`src/rtl/id_ex_stage_reg_if.sv`:
```
// ID/EX stage bus: decoded instruction fields from ID, registered copies
// presented to EX, plus the flush request from EX and the stall request upstream.
// master = ID/EX neighbours driving the stage; slave = the pipeline register itself.
interface id_ex_stage_reg_if #(
    parameter int DATA_W = 32,
    parameter int REG_W  = 5
);
    // ID-side inputs to the register
    logic              id_valid;
    logic              id_RegWrite;
    logic              id_MemtoReg;
    logic              id_MemRead;
    logic              id_MemWrite;
    logic              id_RegDst;
    logic              id_ALUsrc;
    logic [1:0]        id_PCsrc;
    logic [4:0]        id_ALUop;
    logic [REG_W-1:0]  id_rs;
    logic [REG_W-1:0]  id_rt;
    logic [REG_W-1:0]  id_rd;
    logic [4:0]        id_shamt;
    logic [DATA_W-1:0] id_rdata1;
    logic [DATA_W-1:0] id_rdata2;
    logic [DATA_W-1:0] id_imm;
    logic [DATA_W-1:0] id_pc4;
    logic              ex_flush;

    // EX-side registered outputs
    logic              ex_valid;
    logic              ex_RegWrite;
    logic              ex_MemtoReg;
    logic              ex_MemRead;
    logic              ex_MemWrite;
    logic              ex_ALUsrc;
    logic [1:0]        ex_PCsrc;
    logic [4:0]        ex_ALUop;
    logic [REG_W-1:0]  ex_rs;
    logic [REG_W-1:0]  ex_rt;
    logic [REG_W-1:0]  ex_rd;
    logic [REG_W-1:0]  ex_dest;
    logic [4:0]        ex_shamt;
    logic [DATA_W-1:0] ex_rdata1;
    logic [DATA_W-1:0] ex_rdata2;
    logic [DATA_W-1:0] ex_imm;
    logic [DATA_W-1:0] ex_pc4;
    logic              hazard_stall;

    modport master (
        output id_valid, id_RegWrite, id_MemtoReg, id_MemRead, id_MemWrite,
               id_RegDst, id_ALUsrc, id_PCsrc, id_ALUop, id_rs, id_rt, id_rd,
               id_shamt, id_rdata1, id_rdata2, id_imm, id_pc4, ex_flush,
        input  ex_valid, ex_RegWrite, ex_MemtoReg, ex_MemRead, ex_MemWrite,
               ex_ALUsrc, ex_PCsrc, ex_ALUop, ex_rs, ex_rt, ex_rd, ex_dest,
               ex_shamt, ex_rdata1, ex_rdata2, ex_imm, ex_pc4, hazard_stall
    );

    modport slave (
        input  id_valid, id_RegWrite, id_MemtoReg, id_MemRead, id_MemWrite,
               id_RegDst, id_ALUsrc, id_PCsrc, id_ALUop, id_rs, id_rt, id_rd,
               id_shamt, id_rdata1, id_rdata2, id_imm, id_pc4, ex_flush,
        output ex_valid, ex_RegWrite, ex_MemtoReg, ex_MemRead, ex_MemWrite,
               ex_ALUsrc, ex_PCsrc, ex_ALUop, ex_rs, ex_rt, ex_rd, ex_dest,
               ex_shamt, ex_rdata1, ex_rdata2, ex_imm, ex_pc4, hazard_stall
    );
endinterface

```
`src/rtl/id_ex_stage_reg.sv`:
```
// ID/EX pipeline register with load-use hazard detection and branch flush.
// A flush or a load-use stall loads an all-zero bubble; otherwise the ID
// instruction is captured, with its control bits zeroed when id_valid is low.
// Optional macro ID_EX_PERF_CNT_EN adds stall/flush event counters.
module id_ex_stage_reg #(
    parameter int DATA_W = 32,
    parameter int REG_W  = 5
) (
    input  logic clk,
    input  logic rst,
    id_ex_stage_reg_if.slave bus
`ifdef ID_EX_PERF_CNT_EN
    ,
    output logic [31:0] perf_stall_cnt,
    output logic [31:0] perf_flush_cnt
`endif
);

    typedef struct packed {
        logic              valid;
        logic              RegWrite;
        logic              MemtoReg;
        logic              MemRead;
        logic              MemWrite;
        logic              ALUsrc;
        logic [1:0]        PCsrc;
        logic [4:0]        ALUop;
        logic [REG_W-1:0]  rs;
        logic [REG_W-1:0]  rt;
        logic [REG_W-1:0]  rd;
        logic [REG_W-1:0]  dest;
        logic [4:0]        shamt;
        logic [DATA_W-1:0] rdata1;
        logic [DATA_W-1:0] rdata2;
        logic [DATA_W-1:0] imm;
        logic [DATA_W-1:0] pc4;
    } ex_bundle_t;

    ex_bundle_t bundle_reg;
    ex_bundle_t bundle_next;
    logic       uses_rt;
    logic       hazard_stall;

    // Load-use detector: looks only at the current EX contents and the ID instruction.
    // While rst is high the EX register is zero, so ex_valid gates the stall off.
    always_comb begin
        uses_rt      = ~bus.id_ALUsrc | bus.id_MemWrite | (bus.id_PCsrc == 2'b10);
        hazard_stall = bundle_reg.valid & bundle_reg.MemRead & bus.id_valid & ~bus.ex_flush
                     & (bundle_reg.dest != '0)
                     & ((bundle_reg.dest == bus.id_rs) | (uses_rt & (bundle_reg.dest == bus.id_rt)));
    end

    // Next EX contents: bubble on flush or stall, otherwise the ID instruction.
    always_comb begin
        bundle_next = '0;
        if (!bus.ex_flush && !hazard_stall) begin
            bundle_next.valid  = bus.id_valid;
            // An empty ID slot must not carry live control bits into EX.
            if (bus.id_valid) begin
                bundle_next.RegWrite = bus.id_RegWrite;
                bundle_next.MemtoReg = bus.id_MemtoReg;
                bundle_next.MemRead  = bus.id_MemRead;
                bundle_next.MemWrite = bus.id_MemWrite;
                bundle_next.ALUsrc   = bus.id_ALUsrc;
                bundle_next.PCsrc    = bus.id_PCsrc;
                bundle_next.ALUop    = bus.id_ALUop;
            end
            bundle_next.rs     = bus.id_rs;
            bundle_next.rt     = bus.id_rt;
            bundle_next.rd     = bus.id_rd;
            bundle_next.dest   = bus.id_RegDst ? bus.id_rt : bus.id_rd;
            bundle_next.shamt  = bus.id_shamt;
            bundle_next.rdata1 = bus.id_rdata1;
            bundle_next.rdata2 = bus.id_rdata2;
            bundle_next.imm    = bus.id_imm;
            bundle_next.pc4    = bus.id_pc4;
        end
    end

    // Pipeline register, cleared asynchronously.
    always_ff @(posedge clk or posedge rst) begin
        if (rst) begin
            bundle_reg <= '0;
        end else begin
            bundle_reg <= bundle_next;
        end
    end

    assign bus.ex_valid     = bundle_reg.valid;
    assign bus.ex_RegWrite  = bundle_reg.RegWrite;
    assign bus.ex_MemtoReg  = bundle_reg.MemtoReg;
    assign bus.ex_MemRead   = bundle_reg.MemRead;
    assign bus.ex_MemWrite  = bundle_reg.MemWrite;
    assign bus.ex_ALUsrc    = bundle_reg.ALUsrc;
    assign bus.ex_PCsrc     = bundle_reg.PCsrc;
    assign bus.ex_ALUop     = bundle_reg.ALUop;
    assign bus.ex_rs        = bundle_reg.rs;
    assign bus.ex_rt        = bundle_reg.rt;
    assign bus.ex_rd        = bundle_reg.rd;
    assign bus.ex_dest      = bundle_reg.dest;
    assign bus.ex_shamt     = bundle_reg.shamt;
    assign bus.ex_rdata1    = bundle_reg.rdata1;
    assign bus.ex_rdata2    = bundle_reg.rdata2;
    assign bus.ex_imm       = bundle_reg.imm;
    assign bus.ex_pc4       = bundle_reg.pc4;
    assign bus.hazard_stall = hazard_stall;

`ifdef ID_EX_PERF_CNT_EN
    logic [31:0] stall_cnt_reg;
    logic [31:0] flush_cnt_reg;

    // Event counters; free-running and wrapping.
    always_ff @(posedge clk or posedge rst) begin
        if (rst) begin
            stall_cnt_reg <= '0;
            flush_cnt_reg <= '0;
        end else begin
            if (hazard_stall) stall_cnt_reg <= stall_cnt_reg + 32'd1;
            if (bus.ex_flush) flush_cnt_reg <= flush_cnt_reg + 32'd1;
        end
    end

    assign perf_stall_cnt = stall_cnt_reg;
    assign perf_flush_cnt = flush_cnt_reg;
`endif

endmodule

```
`src/flat_wrapper.sv`:
```
// flat-port wrapper written by rule: the top's interface ports become plain ports
module id_ex_stage_reg_flat 
#(
    parameter int DATA_W = 32,
    parameter int REG_W  = 5
)
  (clk, rst, bus_id_valid, bus_id_RegWrite, bus_id_MemtoReg, bus_id_MemRead, bus_id_MemWrite, bus_id_RegDst, bus_id_ALUsrc, bus_id_PCsrc, bus_id_ALUop, bus_id_rs, bus_id_rt, bus_id_rd, bus_id_shamt, bus_id_rdata1, bus_id_rdata2, bus_id_imm, bus_id_pc4, bus_ex_flush, bus_ex_valid, bus_ex_RegWrite, bus_ex_MemtoReg, bus_ex_MemRead, bus_ex_MemWrite, bus_ex_ALUsrc, bus_ex_PCsrc, bus_ex_ALUop, bus_ex_rs, bus_ex_rt, bus_ex_rd, bus_ex_dest, bus_ex_shamt, bus_ex_rdata1, bus_ex_rdata2, bus_ex_imm, bus_ex_pc4, bus_hazard_stall);
  id_ex_stage_reg_if #(.DATA_W(DATA_W), .REG_W(REG_W)) bus_i ();
  input  logic clk;
  input  logic rst;
  input wire logic [$bits(bus_i.id_valid)-1:0] bus_id_valid;
  input wire logic [$bits(bus_i.id_RegWrite)-1:0] bus_id_RegWrite;
  input wire logic [$bits(bus_i.id_MemtoReg)-1:0] bus_id_MemtoReg;
  input wire logic [$bits(bus_i.id_MemRead)-1:0] bus_id_MemRead;
  input wire logic [$bits(bus_i.id_MemWrite)-1:0] bus_id_MemWrite;
  input wire logic [$bits(bus_i.id_RegDst)-1:0] bus_id_RegDst;
  input wire logic [$bits(bus_i.id_ALUsrc)-1:0] bus_id_ALUsrc;
  input wire logic [$bits(bus_i.id_PCsrc)-1:0] bus_id_PCsrc;
  input wire logic [$bits(bus_i.id_ALUop)-1:0] bus_id_ALUop;
  input wire logic [$bits(bus_i.id_rs)-1:0] bus_id_rs;
  input wire logic [$bits(bus_i.id_rt)-1:0] bus_id_rt;
  input wire logic [$bits(bus_i.id_rd)-1:0] bus_id_rd;
  input wire logic [$bits(bus_i.id_shamt)-1:0] bus_id_shamt;
  input wire logic [$bits(bus_i.id_rdata1)-1:0] bus_id_rdata1;
  input wire logic [$bits(bus_i.id_rdata2)-1:0] bus_id_rdata2;
  input wire logic [$bits(bus_i.id_imm)-1:0] bus_id_imm;
  input wire logic [$bits(bus_i.id_pc4)-1:0] bus_id_pc4;
  input wire logic [$bits(bus_i.ex_flush)-1:0] bus_ex_flush;
  output wire logic [$bits(bus_i.ex_valid)-1:0] bus_ex_valid;
  output wire logic [$bits(bus_i.ex_RegWrite)-1:0] bus_ex_RegWrite;
  output wire logic [$bits(bus_i.ex_MemtoReg)-1:0] bus_ex_MemtoReg;
  output wire logic [$bits(bus_i.ex_MemRead)-1:0] bus_ex_MemRead;
  output wire logic [$bits(bus_i.ex_MemWrite)-1:0] bus_ex_MemWrite;
  output wire logic [$bits(bus_i.ex_ALUsrc)-1:0] bus_ex_ALUsrc;
  output wire logic [$bits(bus_i.ex_PCsrc)-1:0] bus_ex_PCsrc;
  output wire logic [$bits(bus_i.ex_ALUop)-1:0] bus_ex_ALUop;
  output wire logic [$bits(bus_i.ex_rs)-1:0] bus_ex_rs;
  output wire logic [$bits(bus_i.ex_rt)-1:0] bus_ex_rt;
  output wire logic [$bits(bus_i.ex_rd)-1:0] bus_ex_rd;
  output wire logic [$bits(bus_i.ex_dest)-1:0] bus_ex_dest;
  output wire logic [$bits(bus_i.ex_shamt)-1:0] bus_ex_shamt;
  output wire logic [$bits(bus_i.ex_rdata1)-1:0] bus_ex_rdata1;
  output wire logic [$bits(bus_i.ex_rdata2)-1:0] bus_ex_rdata2;
  output wire logic [$bits(bus_i.ex_imm)-1:0] bus_ex_imm;
  output wire logic [$bits(bus_i.ex_pc4)-1:0] bus_ex_pc4;
  output wire logic [$bits(bus_i.hazard_stall)-1:0] bus_hazard_stall;
  assign bus_i.id_valid = bus_id_valid;
  assign bus_i.id_RegWrite = bus_id_RegWrite;
  assign bus_i.id_MemtoReg = bus_id_MemtoReg;
  assign bus_i.id_MemRead = bus_id_MemRead;
  assign bus_i.id_MemWrite = bus_id_MemWrite;
  assign bus_i.id_RegDst = bus_id_RegDst;
  assign bus_i.id_ALUsrc = bus_id_ALUsrc;
  assign bus_i.id_PCsrc = bus_id_PCsrc;
  assign bus_i.id_ALUop = bus_id_ALUop;
  assign bus_i.id_rs = bus_id_rs;
  assign bus_i.id_rt = bus_id_rt;
  assign bus_i.id_rd = bus_id_rd;
  assign bus_i.id_shamt = bus_id_shamt;
  assign bus_i.id_rdata1 = bus_id_rdata1;
  assign bus_i.id_rdata2 = bus_id_rdata2;
  assign bus_i.id_imm = bus_id_imm;
  assign bus_i.id_pc4 = bus_id_pc4;
  assign bus_i.ex_flush = bus_ex_flush;
  assign bus_ex_valid = bus_i.ex_valid;
  assign bus_ex_RegWrite = bus_i.ex_RegWrite;
  assign bus_ex_MemtoReg = bus_i.ex_MemtoReg;
  assign bus_ex_MemRead = bus_i.ex_MemRead;
  assign bus_ex_MemWrite = bus_i.ex_MemWrite;
  assign bus_ex_ALUsrc = bus_i.ex_ALUsrc;
  assign bus_ex_PCsrc = bus_i.ex_PCsrc;
  assign bus_ex_ALUop = bus_i.ex_ALUop;
  assign bus_ex_rs = bus_i.ex_rs;
  assign bus_ex_rt = bus_i.ex_rt;
  assign bus_ex_rd = bus_i.ex_rd;
  assign bus_ex_dest = bus_i.ex_dest;
  assign bus_ex_shamt = bus_i.ex_shamt;
  assign bus_ex_rdata1 = bus_i.ex_rdata1;
  assign bus_ex_rdata2 = bus_i.ex_rdata2;
  assign bus_ex_imm = bus_i.ex_imm;
  assign bus_ex_pc4 = bus_i.ex_pc4;
  assign bus_hazard_stall = bus_i.hazard_stall;
  id_ex_stage_reg #(.DATA_W(DATA_W), .REG_W(REG_W)) u_core (.clk(clk), .rst(rst), .bus(bus_i));
endmodule
```
`config.mk`:
```
export PLATFORM = sky130hd
export DESIGN_NAME = id_ex_stage_reg_flat
export DESIGN_NICKNAME = d
export VERILOG_FILES = /design/src/rtl/id_ex_stage_reg_if.sv /design/src/rtl/id_ex_stage_reg.sv /design/src/flat_wrapper.sv
export SDC_FILE = /design/constraint.sdc
export NUM_CORES = 1
export LEC_CHECK = 0
export BUFFER_PORTS_ARGS = -buffer_cell sky130_fd_sc_hd__buf_2
export CORE_AREA = 2 2 128 130
export CTS_BUF_LIST = sky130_fd_sc_hd__clkbuf_4
export CTS_CLUSTER_SIZE = 20
export DETAILED_ROUTE_END_ITERATION = 10
export DIE_AREA = 0 0 130 132
export GPL_TIMING_DRIVEN = 0
export PLACE_DENSITY = 0.74
export SLEW_MARGIN = 20
export SYNTH_ARGS = -nofsm -noshare
export SYNTH_HDL_FRONTEND = slang
export SYNTH_SLANG_ARGS = --single-unit
```
`constraint.sdc`:
```
create_clock -name clk -period 6.7 [get_ports clk]
set_input_delay 0.335 -clock clk [delete_from_list [all_inputs] [get_ports clk]]
set_output_delay 0.335 -clock clk [all_outputs]
set_load 0.05 [all_outputs]
```
==> results.cfg <==
[outcome]
status = complete, no violations

[global_routing]
grt_pass1_vias = 6654
overflow = 0
grt_pass1_wl_um = 33600
grt_max_degree = 87
antenna_found_initial = 1
grt_usage_pct = 25.3

[layout]
drive_above_1_share_pct = 36.2
multiInputGateArea_um2 = 2040
ff_latch_area_um2 = 4150
nets = 1248
mostFrequentLayoutCell = buf_2
n_fill_cell = 1167
area_delta_synth_final_pct = 60.0
most-common-layout-cells = 332 x buf_2, 166 x dfrtp_1, 160 x a21oi_1

[detailed_routing]
wl_per_cell_um = 16.5
via_per_inst = 4.74
first_pass_iters = 5
drt_iter0_markers = 229
routed_wl_um = 21700
vias = 6229
antenna_left = 0
drcViolationCount = 0

[sta]
finalSetupTns_ns = 0
fin_crit_sh_pct = 39.4
max_slew.worst_pin.slew_ns = 0.571
skew_ns = 0.0213
timing.final.ws_setup_ns = 4.06
finalCriticalPeriod_ns = 2.64
finalMaxSlewViolations = 0
rsz0062_at_grt = false
setup_violations = 0
max_freq_mhz = 379
relSlewSlack_pct = 61.9
hold_violations = 0

[placement]
routabilityCongestion = 0.850
post-place-ws_ns = 4.51
hpwl_um = 13600
io_buffers = 329

[synthesis]
synthCells = 576
synth_warnings = 0
yosysSeqAreaShare_pct = 63.8
synth.cell_area_um2 = 6510
syn_area_per_cell_um2 = 11.3
syn_nets = 741
ys_seq_elements = 166
yosysUniqueCellTypes = 23

[clock_tree]
clock_path_buffers = 2
clkLatencyLatePin_ns = 0.55
clock_sinks = 166
cts_tree = yes
htreeDepth = 4
clkTransAtPathRegs_ns = 0.13
cts-root-buf = clkbuf_4
numCtsBuffers = 17

[die]
ios = 332
coreArea_um2 = 15700
die_w_um = 130
start_util_pct = 41.5
die-area_um2 = 17200
fp.dieH_um = 132
num_rows = 46

[power]
powerDensity_nw_per_um2 = 222
total_power_mw = 2.31
vdd_drop_max_v = 0.000106
p_leak_nw = 5.45

[critical_path]
cp_max_fo = 10
critPathLaunchType = flip-flop
required_ns = 6.36
endpoint_kind = output pin
critical_path_class = reg2out
crit_arrival_ns = 2.31

[job]
cap_violations = 0

[min_path]
hold_class = in2reg
-- cell usage after synthesis --
| cell type | instances | share of area (%) |
|---|---|---|
| dfrtp_1 | 166 | 64 |
| a21oi_1 | 160 | 12 |
| nand2b_1 | 149 | 14 |
| buf_4 | 28 | 3.2 |
| clkbuf_1 | 23 | 1.3 |
| nand2_1 | 13 | 0.75 |
| xnor2_1 | 10 | 1.3 |
| a211oi_1 | 5 | 0.58 |
| mux2i_1 | 5 | 0.77 |
| buf_2 | 3 | 0.23 |
| nand3_1 | 2 | 0.15 |
| a21boi_1 | 1 | 0.12 |
| a21oi_2 | 1 | 0.13 |
| and2_1 | 1 | 0.096 |
| buf_1 | 1 | 0.058 |
| inv_1 | 1 | 0.058 |
| nand4_1 | 1 | 0.096 |
| nor2_1 | 1 | 0.058 |
| nor2b_1 | 1 | 0.096 |
| nor2b_4 | 1 | 0.21 |
| nor3_1 | 1 | 0.077 |
| o21ai_1 | 1 | 0.077 |
| o22ai_2 | 1 | 0.19 |
-- path summary, 6_finish.rpt --
kind / start / end / slack, ns / depth (start not counted)
max: u_core.bus.ex_dest[1] / bus_hazard_stall / 4.06 / 6
min: bus_id_imm[15] / u_core.bus.ex_imm[15] / 0.07 / 3
max reg2reg: u_core.bus.ex_dest[1] / u_core.bus.ex_pc4[11] / 4.90 / 5
min reg2reg: u_core.bus.ex_MemRead / u_core.bus.ex_valid / 0.95 / 4
max in group asynchronous: rst / u_core.bus.ex_shamt[2] / 5.49 / 4
min in group asynchronous: rst / u_core.bus.ex_imm[25] / 0.41 / 3
-- routing by layer --
layer	GRT usage [%]	share of wire (%)	routed length, um	vias to the layer above
met5	0	0	0	-
met4	11.4	3.3	717	0
met3	8.52	8.4	1820	57
met2	44.2	52	11300	299
met1	27.5	36	7820	2972
li1	-	-	-	2901
-- worst max-delay path, cell delays in order, from the launching register on --
cell and delay [ns]:
dfrtp_1 0.46, xnor2_1 0.18, nand4_1 0.13, o22ai_2 0.31
buf_2 0.27, and2_1 0.14, buf_2 0.26
-- through the flow --
step / instance area (um2) / utilization (%) / hold slack [ns] / std cells
after floorplan: 6520 / - / 0.445 / 576
after global placement: 8430 / 53.7 / 0.549 / 1121
after detailed placement: 8470 / 53.9 / 0.448 / 1122
after CTS: 10400 / 66.3 / 0.0000556 / 1311
after global routing: 10400 / 66.3 / 0.0200 / 1312
final: 10400 / 66.3 / 0.0661 / 1313
-- area by class of cell --
| class | count | area share (%) |
|---|---|---|
| Antenna cell | 2 | 0.0480 |
| Buffer | 55 | 3.03 |
| Clock buffer | 19 | 1.37 |
| Clock inverter | 12 | 2.16 |
| Inverter | 1 | 0.108 |
| Multi-Input combinational cell | 354 | 19.6 |
| Sequential cell | 166 | 39.9 |
| Tap cell | 216 | 2.59 |
| Timing Repair Buffer | 488 | 31.2 |
-- timing repair --
action / CTS / global route
resized for setup: 0 / 0
buffers inserted: 0 / 0
hold buffers: 158 / 0
endpoints found under the hold margin: 237 / 0
-- cells by family after synthesis --
kind of cell	after synthesis	share of synthesized area, %
compound gates	169	13.4
flops	166	63.8
simple gates	170	15.8
xor+xnor	10	1.34
buf+inv	56	4.90
mux	5	0.768
-- sequential cells by signal, indices dropped and copies added (netlist names) --
signal / flops
u_core.bus.ex_rt: 5
u_core.bus.ex_ALUsrc: 1
u_core.bus.ex_valid: 1
u_core.bus.ex_shamt: 5
u_core.bus.ex_rd: 5
u_core.bus.ex_dest: 5
u_core.bus.ex_rdata1: 32
u_core.bus.ex_PCsrc: 2
u_core.bus.ex_pc4: 32
u_core.bus.ex_rdata2: 32
u_core.bus.ex_MemWrite: 1
u_core.bus.ex_MemtoReg: 1
u_core.bus.ex_rs: 5
u_core.bus.ex_MemRead: 1
u_core.bus.ex_imm: 32
u_core.bus.ex_ALUop: 5
u_core.bus.ex_RegWrite: 1
-- power breakdown --
group          switching, mW  internal [mW]
registers             0.0155           1.05
clock network          0.343          0.379
logic                  0.336          0.184
total                  0.695           1.61
Note: power is estimated with default switching activity, not from simulation.
